### src/rtl/alu_pkg.sv
// Shared definitions for the ALU result path.
//
// Contents:
//   - branch-condition codes (3 bits) used by the execute and fetch stages
//   - bit positions of the {S,Z,C,V} flags inside szcv / ccr vectors
//   - encodings of the writeback FIFO occupancy state machine
package alu_pkg;

   // Branch-condition codes as carried on br_cond. Codes 100..110 are reserved
   // and always evaluate to not-taken.
   localparam logic [2:0] COND_BE  = 3'b000;  // Z
   localparam logic [2:0] COND_BLT = 3'b001;  // S ^ V
   localparam logic [2:0] COND_BLE = 3'b010;  // Z | (S ^ V)
   localparam logic [2:0] COND_BNE = 3'b011;  // !Z
   localparam logic [2:0] COND_B   = 3'b111;  // always

   // Flag positions inside a 4-bit {S,Z,C,V} vector.
   localparam int unsigned FLAG_S = 3;
   localparam int unsigned FLAG_Z = 2;
   localparam int unsigned FLAG_C = 1;
   localparam int unsigned FLAG_V = 0;

   localparam int unsigned FLAGS_W = 4;

   // Writeback FIFO occupancy; the encoding equals the entry count.
   typedef enum logic [1:0] {
      StEmpty = 2'd0,
      StOne   = 2'd1,
      StFull  = 2'd2
   } fifo_state_e;

   // Replace masked CCR bits with freshly supplied flags.
   function automatic logic [FLAGS_W-1:0] merge_flags(
      input logic [FLAGS_W-1:0] old_flags,
      input logic [FLAGS_W-1:0] new_flags,
      input logic [FLAGS_W-1:0] mask
   );
      return (old_flags & ~mask) | (new_flags & mask);
   endfunction

endpackage

### src/rtl/branch_cond_eval.sv
// Combinational branch-condition evaluator.
//
// Decodes a 3-bit condition code against an {S,Z,C,V} flag vector. Shared by
// the result-commit block (forwarded CCR) and the fetch-stage predictor check.
//
// Ports:
//   cond     in  3  branch-condition code
//   ccr_eff  in  4  flags {S,Z,C,V} the condition is evaluated against
//   taken    out 1  condition holds
module branch_cond_eval
   import alu_pkg::*;
(
   input  logic [2:0]         cond,
   input  logic [FLAGS_W-1:0] ccr_eff,
   output logic               taken
);

   logic flag_s;
   logic flag_z;
   logic flag_v;
   logic lt;
   // No condition in the set looks at carry.
   logic unused_flag_c;

   assign flag_s        = ccr_eff[FLAG_S];
   assign flag_z        = ccr_eff[FLAG_Z];
   assign flag_v        = ccr_eff[FLAG_V];
   assign unused_flag_c = ccr_eff[FLAG_C];

   // Signed less-than after a compare.
   assign lt = flag_s ^ flag_v;

   always_comb begin
      taken = 1'b0;
      case (cond)
         COND_BE:  taken = flag_z;
         COND_BLT: taken = lt;
         COND_BLE: taken = flag_z | lt;
         COND_BNE: taken = ~flag_z;
         COND_B:   taken = 1'b1;
         default:  taken = 1'b0;
      endcase
   end

endmodule

### src/rtl/alu_result_commit.sv
// Consumer end of the ALU/shifter result interface.
//
// Accepts a result, its {S,Z,C,V} flags and a destination register through a
// valid/ready handshake. Masked flags are committed into the condition-code
// register, branch conditions are evaluated every cycle against the CCR with
// same-cycle forwarding, and register-file writebacks are buffered in a
// 2-entry FIFO drained through a second valid/ready handshake.
//
// Ports:
//   clk           in   1       system clock, rising edge
//   rst           in   1       asynchronous active-high reset
//   in_valid      in   1       execute stage presents a result
//   in_ready      out  1       block can accept this cycle
//   in_res        in   DATA_W  ALU result
//   in_szcv       in   4       flags {S,Z,C,V}
//   in_flag_mask  in   4       per-bit CCR update enable
//   in_wr_en      in   1       result goes to the register file
//   in_rd         in   REG_AW  destination register
//   br_cond       in   3       branch-condition code
//   br_taken      out  1       condition result (combinational)
//   ccr           out  4       current CCR {S,Z,C,V}
//   wb_valid      out  1       FIFO head valid
//   wb_ready      in   1       register file takes the head
//   wb_data       out  DATA_W  head data
//   wb_addr       out  REG_AW  head destination
module alu_result_commit
   import alu_pkg::*;
#(
   parameter int unsigned DATA_W = 16,
   parameter int unsigned REG_AW = 3,
   // Only 2 is supported: the pointers are single bits.
   parameter int unsigned DEPTH  = 2
) (
   input  logic              clk,
   input  logic              rst,
   input  logic              in_valid,
   output logic              in_ready,
   input  logic [DATA_W-1:0] in_res,
   input  logic [3:0]        in_szcv,
   input  logic [3:0]        in_flag_mask,
   input  logic              in_wr_en,
   input  logic [REG_AW-1:0] in_rd,
   input  logic [2:0]        br_cond,
   output logic              br_taken,
   output logic [3:0]        ccr,
   output logic              wb_valid,
   input  logic              wb_ready,
   output logic [DATA_W-1:0] wb_data,
   output logic [REG_AW-1:0] wb_addr
);

   // ---------------------------------------------------------------------
   // Handshake events
   // ---------------------------------------------------------------------
   logic accept;
   logic push;
   logic pop;

   assign accept = in_valid & in_ready;
   assign push   = accept & in_wr_en;
   assign pop    = wb_valid & wb_ready;

   // ---------------------------------------------------------------------
   // Condition-code register with forwarding
   // ---------------------------------------------------------------------
   logic [FLAGS_W-1:0] ccr_q;
   logic [FLAGS_W-1:0] ccr_eff;

   // The forwarded view is exactly what the CCR will hold after this edge,
   // so it doubles as the next-state value.
   always_comb begin
      ccr_eff = ccr_q;
      if (accept) begin
         ccr_eff = merge_flags(ccr_q, in_szcv, in_flag_mask);
      end
   end

   always_ff @(posedge clk or posedge rst) begin
      if (rst) begin
         ccr_q <= '0;
      end else begin
         ccr_q <= ccr_eff;
      end
   end

   assign ccr = ccr_q;

   branch_cond_eval u_branch_cond_eval (
      .cond    (br_cond),
      .ccr_eff (ccr_eff),
      .taken   (br_taken)
   );

   // ---------------------------------------------------------------------
   // Writeback FIFO occupancy state machine
   // ---------------------------------------------------------------------
   fifo_state_e state_q;
   fifo_state_e state_d;

   always_ff @(posedge clk or posedge rst) begin
      if (rst) begin
         state_q <= StEmpty;
      end else begin
         state_q <= state_d;
      end
   end

   always_comb begin
      state_d = state_q;
      unique case (state_q)
         StEmpty: begin
            // wb_valid is low here, so pop cannot occur.
            if (push) begin
               state_d = StOne;
            end
         end
         StOne: begin
            if (push && !pop) begin
               state_d = StFull;
            end else if (!push && pop) begin
               state_d = StEmpty;
            end
         end
         StFull: begin
            // in_ready is low here, so push cannot occur.
            if (pop) begin
               state_d = StOne;
            end
         end
         default: state_d = StEmpty;
      endcase
   end

   // Both flow-control outputs come from registered state only; a pop in
   // StFull frees space for the following cycle, not the current one.
   always_comb begin
      in_ready = 1'b1;
      wb_valid = 1'b0;
      unique case (state_q)
         StEmpty: begin
            in_ready = 1'b1;
            wb_valid = 1'b0;
         end
         StOne: begin
            in_ready = 1'b1;
            wb_valid = 1'b1;
         end
         StFull: begin
            in_ready = 1'b0;
            wb_valid = 1'b1;
         end
         default: begin
            in_ready = 1'b1;
            wb_valid = 1'b0;
         end
      endcase
   end

   // ---------------------------------------------------------------------
   // FIFO storage and pointers
   // ---------------------------------------------------------------------
   logic [DATA_W-1:0] mem_data_q [DEPTH];
   logic [REG_AW-1:0] mem_addr_q [DEPTH];
   logic              wr_ptr_q;
   logic              rd_ptr_q;

   always_ff @(posedge clk or posedge rst) begin
      if (rst) begin
         wr_ptr_q <= 1'b0;
         rd_ptr_q <= 1'b0;
      end else begin
         if (push) begin
            wr_ptr_q <= wr_ptr_q + 1'b1;
         end
         if (pop) begin
            rd_ptr_q <= rd_ptr_q + 1'b1;
         end
      end
   end

   always_ff @(posedge clk or posedge rst) begin
      if (rst) begin
         for (int i = 0; i < int'(DEPTH); i++) begin
            mem_data_q[i] <= '0;
            mem_addr_q[i] <= '0;
         end
      end else if (push) begin
         mem_data_q[wr_ptr_q] <= in_res;
         mem_addr_q[wr_ptr_q] <= in_rd;
      end
   end

   // Head is forced to zero while empty so stale entries never show.
   always_comb begin
      wb_data = '0;
      wb_addr = '0;
      if (wb_valid) begin
         wb_data = mem_data_q[rd_ptr_q];
         wb_addr = mem_addr_q[rd_ptr_q];
      end
   end

endmodule

### config.mk
export PLATFORM = sky130hd
export DESIGN_NAME = alu_result_commit
export DESIGN_NICKNAME = d
export VERILOG_FILES = /design/src/rtl/alu_pkg.sv /design/src/rtl/branch_cond_eval.sv /design/src/rtl/alu_result_commit.sv
export SDC_FILE = /design/constraint.sdc
export NUM_CORES = 1
export LEC_CHECK = 0
export BUFFER_PORTS_ARGS = -buffer_cell sky130_fd_sc_hd__clkbuf_2
export CORE_MARGIN = 10
export CORE_UTILIZATION = 25
export CTS_BUF_LIST = sky130_fd_sc_hd__clkbuf_2
export DETAILED_ROUTE_END_ITERATION = 7
export PLACE_DENSITY_LB_ADDON = 0.25
export SLEW_MARGIN = 0
export SYNTH_ARGS = -nofsm -noshare
export SYNTH_HDL_FRONTEND = slang
export SYNTH_SLANG_ARGS = --single-unit
### constraint.sdc
create_clock -name clk -period 2.49 [get_ports clk]
set_clock_uncertainty 0.15 [all_clocks]
set_input_delay 0 -clock clk [delete_from_list [all_inputs] [get_ports clk]]
set_output_delay 0 -clock clk [all_outputs]
set_load 0.05 [all_outputs]
; Word-level counts from Yosys, hierarchy flattened
; Cells that the tools add are included.
[classes]
n_addsub = 2
order_cmp = 3
eq_ne = 9
mux = 23
bitwise = 12
reduce_logical = 9
[ops]
columns = op, n
row1 = 16-bit 2-to-1 mux, 5
row2 = 32-bit bitwise mux, 1
row3 = 16-bit demux with 1-bit select, 1
row4 = 3-bit 2-to-1 mux, 5
row5 = 4-bit bitwise AND, 2
row6 = 2-bit 2-to-1 mux, 4
row7 = 6-bit bitwise mux, 1
row8 = "3-bit by 2-bit == test with 1-bit output, second input constant", 2
row9 = 2-bit case mux with 3 select lines, 1
row10 = 1-bit case mux with 5 select lines, 1
row11 = "2-bit greater-or-equal comparator, second input constant", 2
row12 = 4-bit 2-to-1 mux, 1
row13 = "2-bit != test, second input constant", 2
row14 = 1-bit NOT with 2-bit output, 2
row15 = 4-bit NOT, 1
row16 = 4-bit bitwise OR, 1
row17 = 1-bit bitwise AND, 3
row18 = 3-bit demux with 1-bit select, 1
row19 = "3-bit by 1-bit == test with 1-bit output, second input constant", 1
row20 = "3-bit == test, second input constant", 1
row21 = 1-bit logical AND, 3
row22 = 3-bit zero test, 1
row23 = "3-bit != test, second input constant", 1
row24 = 3-bit AND reduction, 1
row25 = other kinds (11), 14
[word_totals]
reg_bits = 46
input_bits = 35
wordCells = 67

; Depth between registers and ports, before layout
; Gate-level depths: netlist (run 1).
[logic_depth]
depth_word = 9
ltp_mapped = 7
ltp_nobuf = 7

; Modules after synthesis
; From an unflattened synthesis (run 1), not the netlist that was laid out.
[hier_totals]
hier_cells = 167
hier_area_um2 = 2292.2
[by_module_without_submodules]
columns = module, n_inst, cells_per_inst, area_per_inst_um2, seq_area_each_um2
row1 = alu_result_commit, 1, 160, 2239.6, 1151.1
row2 = branch_cond_eval, 1, 7, 52.6, 0.0

; Worst setup path after synthesis (run 1)
; Ideal clock, no wire load.
[synth_timing]
kind = register to output
from = register state_q[1]
to = output port wb_data[10]
arrival_time_ns = 2.234
required_time_ns = 2.340
setup_slack_ns = 0.106
path_stages_with_launch = 6
n_path_buf = 2
cell_sequence = dfrtp_1 > inv_1 > ha_1 > clkbuf_1 > clkbuf_1 > nor2b_1
[synth_via]
elab_chain_len = 4
elab_cells_between_ends = 5
[synth_lines]
columns = item, line
row1 = from (decl), alu_result_commit.sv:97  ; fifo_state_e state_q;
row2 = from (signal assigned), alu_result_commit.sv:102  ; state_q <= StEmpty;
row3 = from (signal assigned), alu_result_commit.sv:104  ; state_q <= state_d;
row4 = 2-bit == test or 2-bit by 1-bit == test with 1-bit output (tied branches), alu_result_commit.sv:139  ; unique case (state_q)
row5 = 2-bit OR reduction (no source line) *, -
row6 = 1-bit 2-to-1 mux *, alu_result_commit.sv:139
row7 = named net wb_valid, alu_result_commit.sv:46  ; output logic wb_valid,
row8 = 16-bit 2-to-1 mux *, alu_result_commit.sv:197  ; if (wb_valid) begin
row9 = to (decl), alu_result_commit.sv:48  ; output logic [DATA_W-1:0] wb_data,
; Mark *: on every way through the listed nets, which the timed path passes. The rest lies on a longest branch.

; Worst setup path in the final report (run 1)
[layout_timing]
from = register state_q[0]
to = output port br_taken
[layout_via]
elab_chain_len = 7
elab_cells_between_ends = 8
[layout_lines]
columns = item, line
row1 = 2-bit == test *, alu_result_commit.sv:139
row2 = 1-bit 2-to-1 mux *, alu_result_commit.sv:139
row3 = 1-bit bitwise AND *, alu_result_commit.sv:59  ; assign accept = in_valid & in_ready;
row4 = 4-bit 2-to-1 mux *, alu_result_commit.sv:73  ; if (accept) begin
row5 = named net ccr_eff[0], alu_result_commit.sv:67  ; logic [FLAGS_W-1:0] ccr_eff;
row6 = 1-bit XOR *, branch_cond_eval.sv:31  ; assign lt = flag_s ^ flag_v;
row7 = 1-bit bitwise OR, branch_cond_eval.sv:38  ; COND_BLE: taken = flag_z | lt;
row8 = 1-bit case mux with 5 select lines *, branch_cond_eval.sv:35  ; case (cond)
row9 = to (decl), alu_result_commit.sv:44  ; output logic br_taken,
; Marks and branches as above.

==> impl_metrics.sql, run 1 <==
INSERT INTO impl_metrics (metric_group, metric, value, unit) VALUES
('routing', 'drcViolationCount', '0', ''),
('timing', 'fmax', '0.440', 'GHz'),
('die', 'io_pins', '61', ''),
('global_route', 'grt_pass1_vias', '1760', ''),
('power', 'power-per-cell-area', '1420', 'nW/um2'),
('routing', 'detail_route.wirelength', '5300', 'um'),
('power', 'power_frac_seq', '0.298', ''),
('routing', 'drt-vias-per-instance', '4.20', ''),
('clock_network', 'postCtsSetupRepairBufs', '0', ''),
('placed_design', 'detailed_placement_wirelength_estimate', '3740', 'um'),
('die', 'design.core.area', '9110', 'um2'),
('timing', 'timing.final.hold_violations', '0', ''),
('finish', 'share_of_layout_cells_above_drive_strength_1', '0.419', ''),
('yosys', 'synth_area_per_cell', '13.7', 'um2'),
('yosys', 'ys_dominant_reg_cell', 'sky130_fd_sc_hd__dfrtp_1', ''),
('yosys', 'ys_ff_latch', '46', ''),
('clock_network', 'cts_htree_levels', '2', ''),
('yosys', 'synth-warning-count', '0', ''),
('setup_path', 'cpPeakStageDelay', '460', 'ps'),
('finish', 'multi_input_area', '1110', 'um2'),
('finish', 'layout.nets', '305', ''),
('placed_design', 'place.gp.congestion', '0.668', ''),
('yosys', 'synthesis.instances', '169', ''),
('setup_path', 'timing.critical_path.slowest_stage_cell', 'sky130_fd_sc_hd__dfrtp_1', ''),
('power', 'power_switching_share', '0.505', ''),
('setup_path', 'critical_path_peak_fanout', '7', ''),
('yosys', 'synth_seq_area_share', '0.498', ''),
('finish', 'diodes', '0', ''),
('timing', 'layout_min_cycle_time', '2270', 'ps'),
('power', 'clock_power_share', '0.070', ''),
('yosys', 'post_synth_edffs', '0', ''),
('yosys', 'syn_area', '2310', 'um2'),
('yosys', 'synth.distinct_cells', '31', ''),
('global_route', 'initial_antenna_violation_count', '0', ''),
('setup_path', 'crit_required', '2340', 'ps'),
('die', 'start_util', '0.254', ''),
('finish', 'area.growth.synth_to_final', '34.5', '%'),
('finish', 'area.sequential', '1150', 'um2'),
('die', 'dieWidth', '116', 'um'),
('routing', 'detailedRoute.firstPassIterationCount', '4', ''),
('setup_path', 'critical_path.cell_chain', 'inv_2 > ha_4 > nand3b_1 > mux2_2 > xor2_1 > o21ai_0 > nand3_1 > buf_4', ''),
('placed_design', 'dpl.cell_count', '338', ''),
('power', 'irDropWorstVdd', '472', 'uV'),
('yosys', 'synthDominantCellAreaShare', '0.498', ''),
('clock_network', 'cts_max_path_buffers', '2', ''),
('routing', 'ant_nets', '0', ''),
('power', 'p_int', '2.19', 'mW'),
('timing', 'fin_setup_tns', '0', 'ps'),
('yosys', 'synth_area_leaders', 'sky130_fd_sc_hd__dfrtp_1, sky130_fd_sc_hd__mux2_2, sky130_fd_sc_hd__mux2i_1, sky130_fd_sc_hd__mux2_4, sky130_fd_sc_hd__nor2b_1', ''),
('timing', 'fin_crit_sh', '0.912', ''),
('outcome', 'run_status', 'finished, final reports clean', ''),
('setup_path', 'worst-r2r-cell-count', '5', ''),
('global_route', 'grt_max_degree', '25', ''),
('clock_network', 'cts_root_buffer', 'sky130_fd_sc_hd__clkbuf_2', ''),
('die', 'row_count', '35', ''),
('global_route', 'groute.usage.overall', '0.0829', ''),
('global_route', 'wire_length_of_the_first_global_routing_pass', '8780', 'um'),
('clock_network', 'cts_inserted_buffers', '5', ''),
('clock_network', 'clkLatencyLatePin', '390', 'ps'),
('routing', 'wire_per_inst', '14.0', 'um'),
('setup_path', 'cp_num_cells', '8', ''),
('clock_network', 'tritoncts', 'done', ''),
('power', 'p_leak', '1.49', 'nW'),
('setup_path', 'endpoint_kind', 'output port', ''),
('power', 'switchingPower', '2.24', 'mW'),
('clock_network', 'clk_transition_reported_paths', '260', 'ps'),
('power', 'pwr-share-comb', '0.632', ''),
('timing', 'timing.final.max_slew_violations', '0', ''),
('finish', 'fill_cell_instance_count_of_the_final_layout', '932', ''),
('die', 'die_h', '116', 'um'),
('yosys', 'async_flop_share', '1.00', '');
## metrics by stage
stage / power (mW) / instance area, um2 / worst slack [ps] / hold slack (ps) / util
after floorplan: 3.52 / 2310 / 106 / -15.3 / -
after global placement: 4.10 / 2730 / 483 / -86.6 / 0.300
after detailed placement: 4.13 / 2730 / 436 / -96.4 / 0.300
after CTS: 4.52 / 3100 / 33.7 / 143 / 0.340
after global routing: 4.76 / 3110 / 17.6 / 136 / 0.341
final: 4.43 / 3110 / 218 / 181 / 0.341
## Yosys cell counts, types with 2 or more instances
library cell,number
sky130_fd_sc_hd__buf_2,2
sky130_fd_sc_hd__dfrtp_1,46
sky130_fd_sc_hd__a21oi_1,2
sky130_fd_sc_hd__nor3b_1,2
sky130_fd_sc_hd__nand2_1,2
sky130_fd_sc_hd__mux2i_1,21
sky130_fd_sc_hd__mux2_1,8
sky130_fd_sc_hd__nand3_1,2
sky130_fd_sc_hd__mux2_4,10
sky130_fd_sc_hd__mux2_2,23
sky130_fd_sc_hd__nor2b_1,19
sky130_fd_sc_hd__xnor2_1,3
sky130_fd_sc_hd__clkbuf_1,2
sky130_fd_sc_hd__nand3b_1,3
sky130_fd_sc_hd__inv_1,5
sky130_fd_sc_hd__ha_1,4
## area by class of cell
cell class,count,area share
timing repair buffer,96,0.210
tap,111,0.0447
inverter,5,0.00604
clock buffer,5,0.00805
multi-input combinational,112,0.356
clock inverter,3,0.00523
sequential,46,0.370
## sequential cells by signal, indices dropped and copies added (netlist names), named ones only
signal,flops
mem_data_q,32
mem_addr_q,6
ccr,3
state_q,2
rd_ptr_q,1
wr_ptr_q,1
## repair_timing
item,4_1_cts,5_1_grt
endpoints found under the hold margin,91,0
setup endpoints to repair,1,1
gates resized for setup,2,3
hold buffers,32,0
gates cloned,0,0
## power by group through the flow
stage / Combinational, mW / Clock (mW) / Sequential, mW
after floorplan: 2.16 / 0 / 1.36
after global routing: 3.03 / 0.369 / 1.37
after detailed placement: 2.79 / 0 / 1.34
final: 2.80 / 0.311 / 1.32
after CTS: 2.86 / 0.338 / 1.32
after global placement: 2.77 / 0 / 1.33
## placed cells by master, fill, tap and decap left out
cell type | synthesis | layout
sky130_fd_sc_hd__a21oi_1 | 2 | 2
sky130_fd_sc_hd__a22o_1 | 1 | 1
sky130_fd_sc_hd__a31oi_1 | 1 | 1
sky130_fd_sc_hd__and2_4 | 1 | 1
sky130_fd_sc_hd__buf_4 | 0 | 5
sky130_fd_sc_hd__clkbuf_2 | 0 | 64
sky130_fd_sc_hd__clkinv_1 | 0 | 1
sky130_fd_sc_hd__clkinv_2 | 0 | 1
sky130_fd_sc_hd__clkinvlp_4 | 0 | 1
sky130_fd_sc_hd__dfrtp_1 | 46 | 46
sky130_fd_sc_hd__dlygate4sd3_1 | 0 | 32
sky130_fd_sc_hd__ha_1 | 4 | 3
sky130_fd_sc_hd__ha_4 | 0 | 1
sky130_fd_sc_hd__inv_1 | 5 | 3
sky130_fd_sc_hd__inv_2 | 0 | 2
sky130_fd_sc_hd__maj3_1 | 1 | 1
sky130_fd_sc_hd__mux2_1 | 8 | 8
sky130_fd_sc_hd__mux2_2 | 23 | 23
sky130_fd_sc_hd__mux2_4 | 10 | 10
sky130_fd_sc_hd__mux2i_1 | 21 | 21
sky130_fd_sc_hd__nand2_1 | 2 | 2
sky130_fd_sc_hd__nand2_2 | 1 | 1
sky130_fd_sc_hd__nand2_8 | 1 | 1
sky130_fd_sc_hd__nand3_1 | 2 | 2
sky130_fd_sc_hd__nand3b_1 | 3 | 3
sky130_fd_sc_hd__nor2_1 | 1 | 1
sky130_fd_sc_hd__nor2_8 | 1 | 1
sky130_fd_sc_hd__nor2b_1 | 19 | 19
sky130_fd_sc_hd__nor2b_4 | 1 | 1
sky130_fd_sc_hd__nor3_1 | 1 | 1
sky130_fd_sc_hd__nor3b_1 | 2 | 2
sky130_fd_sc_hd__o21ai_0 | 1 | 1
sky130_fd_sc_hd__o21bai_1 | 1 | 1
sky130_fd_sc_hd__xnor2_1 | 3 | 3
sky130_fd_sc_hd__xor2_1 | 1 | 1
## path summary, 6_finish.rpt
path	to	from	slack (ps)
hold reg to reg	mem_data_q[23]	mem_data_q[23]	370
setup / recovery	br_taken	state_q[0]	220
setup reg to reg	ccr[3]	state_q[0]	490
min in group asynchronous	mem_addr_q[0]	rst	510
hold / removal	mem_data_q[18]	in_res[2]	180
max in group asynchronous	mem_data_q[14]	rst	940
## routing by layer
| metal | vias to the layer above | global-route usage | wire, um | part of all wire |
|---|---|---|---|---|
| met5 | - | 0 | 0 | 0 |
| met4 | 0 | 0.0250 | 53 | 0.010 |
| met3 | 8 | 0.0262 | 272 | 0.051 |
| met2 | 31 | 0.141 | 2630 | 0.50 |
| met1 | 771 | 0.0980 | 2340 | 0.44 |
| li1 | 778 | - | - | - |
## logic make-up after synthesis
kind of cell             count (synthesis)  share of synthesized area
adder cells (fa/ha/maj)                  5                     0.0260
flip-flops                              46                      0.498
AND/OR/NAND/NOR                         35                      0.109
XOR/XNOR                                 4                     0.0152
multiplexers                            62                      0.307
AO/OA/AOI/OAI                            6                     0.0162
buffers and inverters                   11                     0.0292
## worst reg2reg max path, cell delays in order, from the launching register on
cell and delay [ps]:
sky130_fd_sc_hd__dfrtp_1 460, sky130_fd_sc_hd__inv_2 100, sky130_fd_sc_hd__ha_4 180, sky130_fd_sc_hd__nand3b_1 120, sky130_fd_sc_hd__mux2_2 360, sky130_fd_sc_hd__dlygate4sd3_1 560
No activity file was read; power rests on OpenSTA's default activity.
==> inputs of run 2 (changes only) <==
PLACE_DENSITY_LB_ADDON = 0.15   (was 0.25)
SYNTH_HIERARCHICAL = 1   (was default)
==> run 2 against run 1 <==
  * The run now ends with setup timing left
  * Worst setup slack lost 230 ps
  * Non-clock buffer count rose by 5
  * Critical path depth up 1
==> impl_metrics.sql, run 2 <==
INSERT INTO impl_metrics (metric_group, metric, value, unit) VALUES
('die', 'start_util', '0.260', ''),
('finish', 'layout.nets', '308', ''),
('setup_path', 'crit_required', '2340', 'ps'),
('routing', 'met3_length', '416', 'um'),
('timing', 'fmax', '0.400', 'GHz'),
('yosys', 'synth_area_leaders', 'sky130_fd_sc_hd__dfrtp_1, sky130_fd_sc_hd__mux2_2, sky130_fd_sc_hd__mux2i_1, sky130_fd_sc_hd__mux2_4, sky130_fd_sc_hd__nor2b_1', ''),
('finish', 'share_of_layout_cells_above_drive_strength_1', '0.493', ''),
('placed_design', 'detailed_placement_wirelength_estimate', '3790', 'um'),
('yosys', 'synthTopCellsByCount', 'sky130_fd_sc_hd__dfrtp_1, sky130_fd_sc_hd__mux2_2, sky130_fd_sc_hd__mux2i_1, sky130_fd_sc_hd__nor2b_1, sky130_fd_sc_hd__mux2_4', ''),
('placed_design', 'place.gp.congestion', '0.713', ''),
('global_route', 'grt_pass1_vias', '1879', ''),
('global_route', 'grt_remaining_overflow', '0', ''),
('placed_design', 'port_buffers', '60', ''),
('setup_path', 'endpoint_kind', 'output port', ''),
('timing', 'tightest_slew', '709', 'ps'),
('yosys', 'synthSimpleGateAreaFrac', '0.0961', ''),
('timing', 'setup_viol', '1', ''),
('timing', 'timing.final.hold_violations', '0', ''),
('global_route', 'grt_max_degree', '47', ''),
('setup_path', 'worst-r2r-cell-count', '7', ''),
('yosys', 'dominant_combinational_cell_family_by_area_after_synthesis', 'multiplexers', ''),
('global_route', 'groute.usage.overall', '0.0891', ''),
('die', 'design.core.area', '8810', 'um2'),
('routing', 'via_count', '1638', ''),
('yosys', 'netlist.top_cell.by_area', 'sky130_fd_sc_hd__dfrtp_1', ''),
('timing', 'max-slew-margin-rel', '0.528', ''),
('routing', 'detail_route.wirelength', '5660', 'um'),
('timing', 'layout_min_cycle_time', '2500', 'ps'),
('finish', 'largest_register_ffs', '32', ''),
('routing', 'ant_nets', '0', ''),
('clock_network', 'tritoncts', 'done', ''),
('routing', 'dr.max_layer_used', 'met4', ''),
('finish', 'diodes', '0', ''),
('die', 'row_count', '34', ''),
('setup_path', 'regToRegEndpoint', 'ccr[3]', ''),
('clock_network', 'clkSinkCount', '46', ''),
('clock_network', 'cts_max_path_buffers', '2', ''),
('routing', 'detailedRoute.firstPassIterationCount', '3', ''),
('clock_network', 'cts_htree_levels', '2', ''),
('setup_path', 'worstSetupPathType', 'reg2out', ''),
('run', 'cap_violations', '0', ''),
('finish', 'mostFrequentLayoutCell', 'sky130_fd_sc_hd__clkbuf_2', ''),
('power', 'total_power', '4.59', 'mW'),
('placed_design', 'dpl_worst_slack', '223', 'ps'),
('yosys', 'ys_ff_latch', '46', ''),
('yosys', 'synth_seq_area_share', '0.502', ''),
('power', 'power-per-cell-area', '1440', 'nW/um2'),
('clock_network', 'cts_inserted_buffers', '5', ''),
('finish', 'mostFrequentLayoutCells', 'sky130_fd_sc_hd__clkbuf_2, sky130_fd_sc_hd__dfrtp_1, sky130_fd_sc_hd__mux2_2, sky130_fd_sc_hd__dlygate4sd3_1', ''),
('placed_design', 'dpl.cell_count', '333', ''),
('routing', 'drcViolationCount', '0', ''),
('yosys', 'yosys.area_share.xor_xnor', '0.0153', ''),
('outcome', 'failed_checks', 'setup timing', ''),
('yosys', 'async_flop_share', '1.00', ''),
('yosys', 'synthesis.instances', '167', ''),
('routing', 'dr.first_iter.drc_count', '55', ''),
('yosys', 'synth_area_per_cell', '13.7', 'um2'),
('routing', 'wire_per_inst', '15.0', 'um'),
('yosys', 'syn_area', '2290', 'um2'),
('yosys', 'synthesis.nets', '206', ''),
('routing', 'met2RoutedLength', '2670', 'um'),
('clock_network', 'clkLatencyLatePin', '390', 'ps'),
('yosys', 'post_synth_edffs', '0', ''),
('global_route', 'wire_length_of_the_first_global_routing_pass', '9560', 'um'),
('die', 'io_pins', '61', ''),
('yosys', 'synth-warning-count', '6', ''),
('routing', 'drt-vias-per-instance', '4.33', ''),
('yosys', 'synth.distinct_cells', '28', ''),
('timing', 'timing.final.max_slew_violations', '0', ''),
('die', 'die_h', '116', 'um'),
('setup_path', 'critical_path.startpoint', 'state_q[0]', ''),
('clock_network', 'clk_transition_reported_paths', '240', 'ps'),
('routing', 'm1_wl', '2530', 'um'),
('yosys', 'ys_dominant_reg_cell', 'sky130_fd_sc_hd__dfrtp_1', ''),
('setup_path', 'endpoint', 'br_taken', ''),
('finish', 'layout.cells.non_filler', '378', ''),
('yosys', 'share_of_the_synthesized_area_in_compound_gates_ao_oa_aoi_oai', '0.0278', ''),
('setup_path', 'start_kind', 'flip-flop', ''),
('timing', 'setup_repair_after_global_routing_missed_its_margin', 'true', ''),
('finish', 'regMostFlops', 'mem_data_q', ''),
('power', 'irDropWorstVdd', '425', 'uV'),
('die', 'dieWidth', '116', 'um'),
('outcome', 'run_status', 'finished with violations', ''),
('yosys', 'mux_contribution_to_synthesized_area', '0.310', ''),
('yosys', 'synth-adder-area-share', '0.0262', ''),
('yosys', 'synth_most_common_cell', 'sky130_fd_sc_hd__dfrtp_1', ''),
('hold_path', 'timing.hold.worst.class', 'in2async', ''),
('clock_network', 'cts_root_buffer', 'sky130_fd_sc_hd__clkbuf_2', ''),
('timing', 'fin_crit_sh', '1.00', ''),
('power', 'p_leak', '1.53', 'nW'),
('setup_path', 'arrival', '2350', 'ps'),
('yosys', 'synthDominantCellAreaShare', '0.502', ''),
('finish', 'area.growth.synth_to_final', '39.0', '%'),
('setup_path', 'timing.rr.start', 'state_q[0]', ''),
('global_route', 'initial_antenna_violation_count', '0', ''),
('die', 'fp.dieArea', '13400', 'um2'),
('timing', 'worst_slack', '-8.93', 'ps'),
('timing', 'fin_setup_tns', '-8.93', 'ps'),
('setup_path', 'critical_path_peak_fanout', '5', ''),
('setup_path', 'r2r_slack', '360', 'ps');
[run 2: routing by layer]
layer / up-vias / track usage
met5: - / 0
met4: 0 / 0.0300
met3: 5 / 0.0351
met2: 48 / 0.145
met1: 799 / 0.105
li1: 786 / -
[run 2: cells by family (layout without fill, tap and decap cells)]
group / after synthesis / after routing
mux: 62 / 62
flops: 46 / 46
simple gates: 32 / 32
buf+inv: 10 / 113
compound gates: 8 / 8
fa+ha+maj: 5 / 5
xor+xnor: 4 / 4
[run 2: area by class of cell]
cell class	instances	area, um2
inverter	4	15.0
fill	859	5620
timing repair buffer	101	719
clock buffer	6	30.0
clock inverter	2	8.76
multi-input combinational	111	1130
tap	108	135
sequential	46	1150
[run 2: critical path, stage by stage, from the launching register on]
cell and delay (ps):
sky130_fd_sc_hd__dfrtp_1 410, sky130_fd_sc_hd__inv_2 70, sky130_fd_sc_hd__ha_4 170, sky130_fd_sc_hd__nor2b_4 160, sky130_fd_sc_hd__nand2_2 70, sky130_fd_sc_hd__mux2_4 320
sky130_fd_sc_hd__xor2_2 200, sky130_fd_sc_hd__a21oi_2 80, sky130_fd_sc_hd__o31ai_2 250, sky130_fd_sc_hd__clkbuf_8 230
[run 2: worst min path at each step]
stage / startpoint / to / slack (ps) / cells past startpoint
floorplan: in_rd[0] / mem_addr_q[0] / -1 / 1
global placement: rst / mem_data_q[21] / 40 / 3
detailed placement: rst / mem_data_q[5] / 40 / 3
CTS: rst / mem_data_q[2] / 80 / 4
global route: rst / mem_data_q[2] / 110 / 4
finish: rst / mem_data_q[1] / 80 / 4
[run 2: timing repair]
| item | in CTS | in global routing |
|---|---|---|
| setup buffers | 2 | 4 |
| pin swaps | 0 | 5 |
| resized for setup | 7 | 4 |
| endpoints found under the setup margin | 1 | 1 |
| endpoints found under the hold margin | 91 | 0 |
| hold buffers | 31 | 0 |
[run 2: through the flow]
stage	area, um2	hold WS, ps	utilization
6_report	3190	79.9	0.362
5_1_grt	3190	108	0.362
4_1_cts	3140	82.4	0.357
3_5_place_dp	2750	39.4	0.312
3_3_place_gp	2750	39.9	0.312
2_1_floorplan	2290	-1.50	-
[run 2: power breakdown]
group          switching (mW)  total (mW)  internal (mW)
logic                    1.80        2.92           1.12
registers               0.243        1.35           1.11
clock network           0.241       0.310         0.0691
total                    2.28        4.59           2.30
==> inputs of run 3 (changes only) <==
CORE_ASPECT_RATIO = 0.5   (was default)
==> run 3 against run 2 <==
  * The flow still finishes with violations (setup timing)
  * Global-route usage decreased by 0.23 points
  * Critical path depth is the same
  * Critical endpoint unchanged
  * Core utilization down 0.48 points
  * Non-clock buffer count stayed put
  * Largest cell class unchanged
  * Critical path type unchanged
  * Highest routed layer unchanged
  * Sequential power is 4% lower
  * Total power fell by 1.4%
  * Via count fell by 0.98%
  * Final cell count is 1.9% higher
  * Largest power group unchanged
  * Sequential share of layout area grew 0.39 points
==> impl_metrics.sql, run 3 (synthesis gave the netlist of run 2 again) <==
INSERT INTO impl_metrics (metric_group, metric, value, unit) VALUES
('timing', 'fin_setup_tns', '-7.85', 'ps'),
('finish', 'share_of_layout_cells_above_drive_strength_1', '0.478', ''),
('global_route', 'busiest_layer', 'met2', ''),
('finish', 'mostFrequentLayoutCells', 'sky130_fd_sc_hd__clkbuf_2, sky130_fd_sc_hd__dfrtp_1, sky130_fd_sc_hd__mux2_2, sky130_fd_sc_hd__dlygate4sd3_1', ''),
('global_route', 'grt_max_degree', '47', ''),
('routing', 'ant_nets', '0', ''),
('global_route', 'gr-usage-met3', '0.0308', ''),
('routing', 'dr.first_iter.drc_count', '41', ''),
('power', 'irDropWorstVdd', '774', 'uV'),
('hold_path', 'timing.hold.worst.class', 'in2async', ''),
('global_route', 'grt_remaining_overflow', '0', ''),
('setup_path', 'start_kind', 'flip-flop', ''),
('placed_design', 'place.gp.congestion', '0.660', ''),
('clock_network', 'clk_transition_reported_paths', '230', 'ps'),
('routing', 'drcViolationCount', '0', ''),
('global_route', 'grt_util_met2', '0.146', ''),
('timing', 'layout_min_cycle_time', '2500', 'ps'),
('placed_design', 'dpl_worst_slack', '226', 'ps'),
('die', 'die_h', '87.7', 'um'),
('clock_network', 'cts_inserted_buffers', '5', ''),
('finish', 'largest_register_ffs', '32', ''),
('die', 'row_count', '24', ''),
('setup_path', 'endpoint_kind', 'output port', ''),
('timing', 'setup_viol', '1', ''),
('outcome', 'run_status', 'finished with violations', ''),
('run', 'cap_violations', '0', ''),
('setup_path', 'critical_path_peak_fanout', '5', ''),
('setup_path', 'timing.critical_path.slowest_stage_cell', 'sky130_fd_sc_hd__dfrtp_1', ''),
('finish', 'final_core_utilization', '0.357', ''),
('setup_path', 'crit_required', '2340', 'ps'),
('die', 'dieWidth', '155', 'um'),
('timing', 'max-slew-margin-rel', '0.336', ''),
('setup_path', 'crit_family', 'flip-flops', ''),
('die', 'io_pins', '61', ''),
('setup_path', 'worst-r2r-cell-count', '6', ''),
('routing', 'drt-vias-per-instance', '4.21', ''),
('clock_network', 'cts_htree_levels', '2', ''),
('timing', 'fin_worst_hold_slack', '162', 'ps'),
('timing', 'timing.final.hold_violations', '0', ''),
('power', 'p_leak', '1.51', 'nW'),
('die', 'start_util', '0.260', ''),
('clock_network', 'cts_root_buffer', 'sky130_fd_sc_hd__clkbuf_2', ''),
('setup_path', 'timing.rr.start', 'state_q[1]', ''),
('global_route', 'wire_length_of_the_first_global_routing_pass', '9430', 'um'),
('routing', 'via_count', '1622', ''),
('routing', 'wire_per_inst', '14.7', 'um'),
('setup_path', 'critical_path.cell_chain', 'inv_2 > ha_4 > nor2b_4 > nand2_1 > mux2_2 > xor2_2 > a21oi_2 > o31ai_2 > clkbuf_8', ''),
('setup_path', 'critical_path.startpoint', 'state_q[0]', ''),
('placed_design', 'detailed_placement_wirelength_estimate', '3880', 'um'),
('setup_path', 'arrival', '2350', 'ps'),
('outcome', 'failed_checks', 'setup timing', ''),
('clock_network', 'cts_max_path_buffers', '2', ''),
('setup_path', 'regToRegEndpoint', 'state_q[0]', ''),
('finish', 'layout.nets', '308', ''),
('global_route', 'initial_antenna_violation_count', '0', ''),
('finish', 'layout.cells.non_filler', '385', ''),
('setup_path', 'worst-path-buf-inv', '2', ''),
('timing', 'fmax', '0.400', 'GHz'),
('placed_design', 'port_buffers', '60', ''),
('timing', 'fin_crit_sh', '1.00', ''),
('clock_network', 'clkSinkCount', '46', ''),
('setup_path', 'worstSetupPathType', 'reg2out', ''),
('die', 'fp.dieArea', '13600', 'um2'),
('timing', 'tightest_slew', '994', 'ps'),
('finish', 'regMostFlops', 'mem_data_q', ''),
('finish', 'diodes', '0', ''),
('power', 'power-per-cell-area', '1440', 'nW/um2'),
('setup_path', 'cpPeakStageDelay', '440', 'ps'),
('finish', 'mostFrequentLayoutCell', 'sky130_fd_sc_hd__clkbuf_2', ''),
('global_route', 'groute.layer.met1.usage', '0.102', ''),
('die', 'design.core.area', '8830', 'um2'),
('routing', 'detailedRoute.firstPassIterationCount', '4', ''),
('timing', 'worst_slack', '-7.85', 'ps'),
('timing', 'timing.final.max_slew_violations', '0', ''),
('routing', 'detail_route.wirelength', '5650', 'um'),
('clock_network', 'clkLatencyLatePin', '420', 'ps'),
('placed_design', 'dpl.cell_count', '342', ''),
('global_route', 'grt_pass1_vias', '1865', ''),
('setup_path', 'r2r_slack', '310', 'ps'),
('clock_network', 'tritoncts', 'done', ''),
('finish', 'area.growth.synth_to_final', '37.6', '%'),
('timing', 'setup_repair_after_global_routing_missed_its_margin', 'true', ''),
('global_route', 'groute.usage.overall', '0.0868', '');
## run 3: layout make-up
| cell class | instances | area (um2) |
|---|---|---|
| clock buffers | 5 | 25.0 |
| clock inverters | 1 | 3.75 |
| fillers | 889 | 5680 |
| inverters | 4 | 15.0 |
| multi-input cells | 111 | 1110 |
| flip-flops and latches | 46 | 1150 |
| well taps | 117 | 146 |
| repair buffers | 101 | 697 |
## run 3: report_power, final
part / internal [mW] / switching [mW] / total, mW
clock network: 0.0557 / 0.236 / 0.292
registers: 1.11 / 0.189 / 1.30
logic: 1.09 / 1.84 / 2.93
total: 2.26 / 2.27 / 4.53
## run 3: timing repair
| item | CTS | global route |
|---|---|---|
| pin swaps | 1 | 1 |
| buffers inserted | 3 | 2 |
| gates resized for setup | 7 | 1 |
| hold endpoints to repair | 92 | 0 |
| endpoints found under the setup margin | 1 | 1 |
| hold buffers | 32 | 0 |
## run 3: layer usage
layer / wire length [um] / vias to the layer above
met5: 0 / -
met3: 305 / 7
met2: 2700 / 29
met4: 75 / 0
met1: 2570 / 808
li1: - / 778
## run 3: metrics by stage
step | power, mW | area [um2]
6_report | 4.53 | 3150
2_1_floorplan | 3.52 | 2290
4_1_cts | 4.58 | 3130
5_1_grt | 4.83 | 3150
3_3_place_gp | 4.12 | 2730
3_5_place_dp | 4.16 | 2730
## run 3: worst reg2reg max path: cells and delay by family (launching register included)
family | cells | cell delay [ps]
simple gates | 1 | 170
flops | 1 | 480
mux | 1 | 220
xor+xnor | 1 | 140
compound gates | 1 | 170
fa+ha+maj | 1 | 190
buf+inv | 1 | 610
## run 3: how the worst max path moves through the flow
stage	to	slack [ps]	depth (start not counted)
after CTS	br_taken	-50	9
after detailed placement	br_taken	230	9
after floorplan	wb_addr[1]	110	5
after global routing	br_taken	-150	9
after global placement	br_taken	280	9
final	br_taken	-8	9
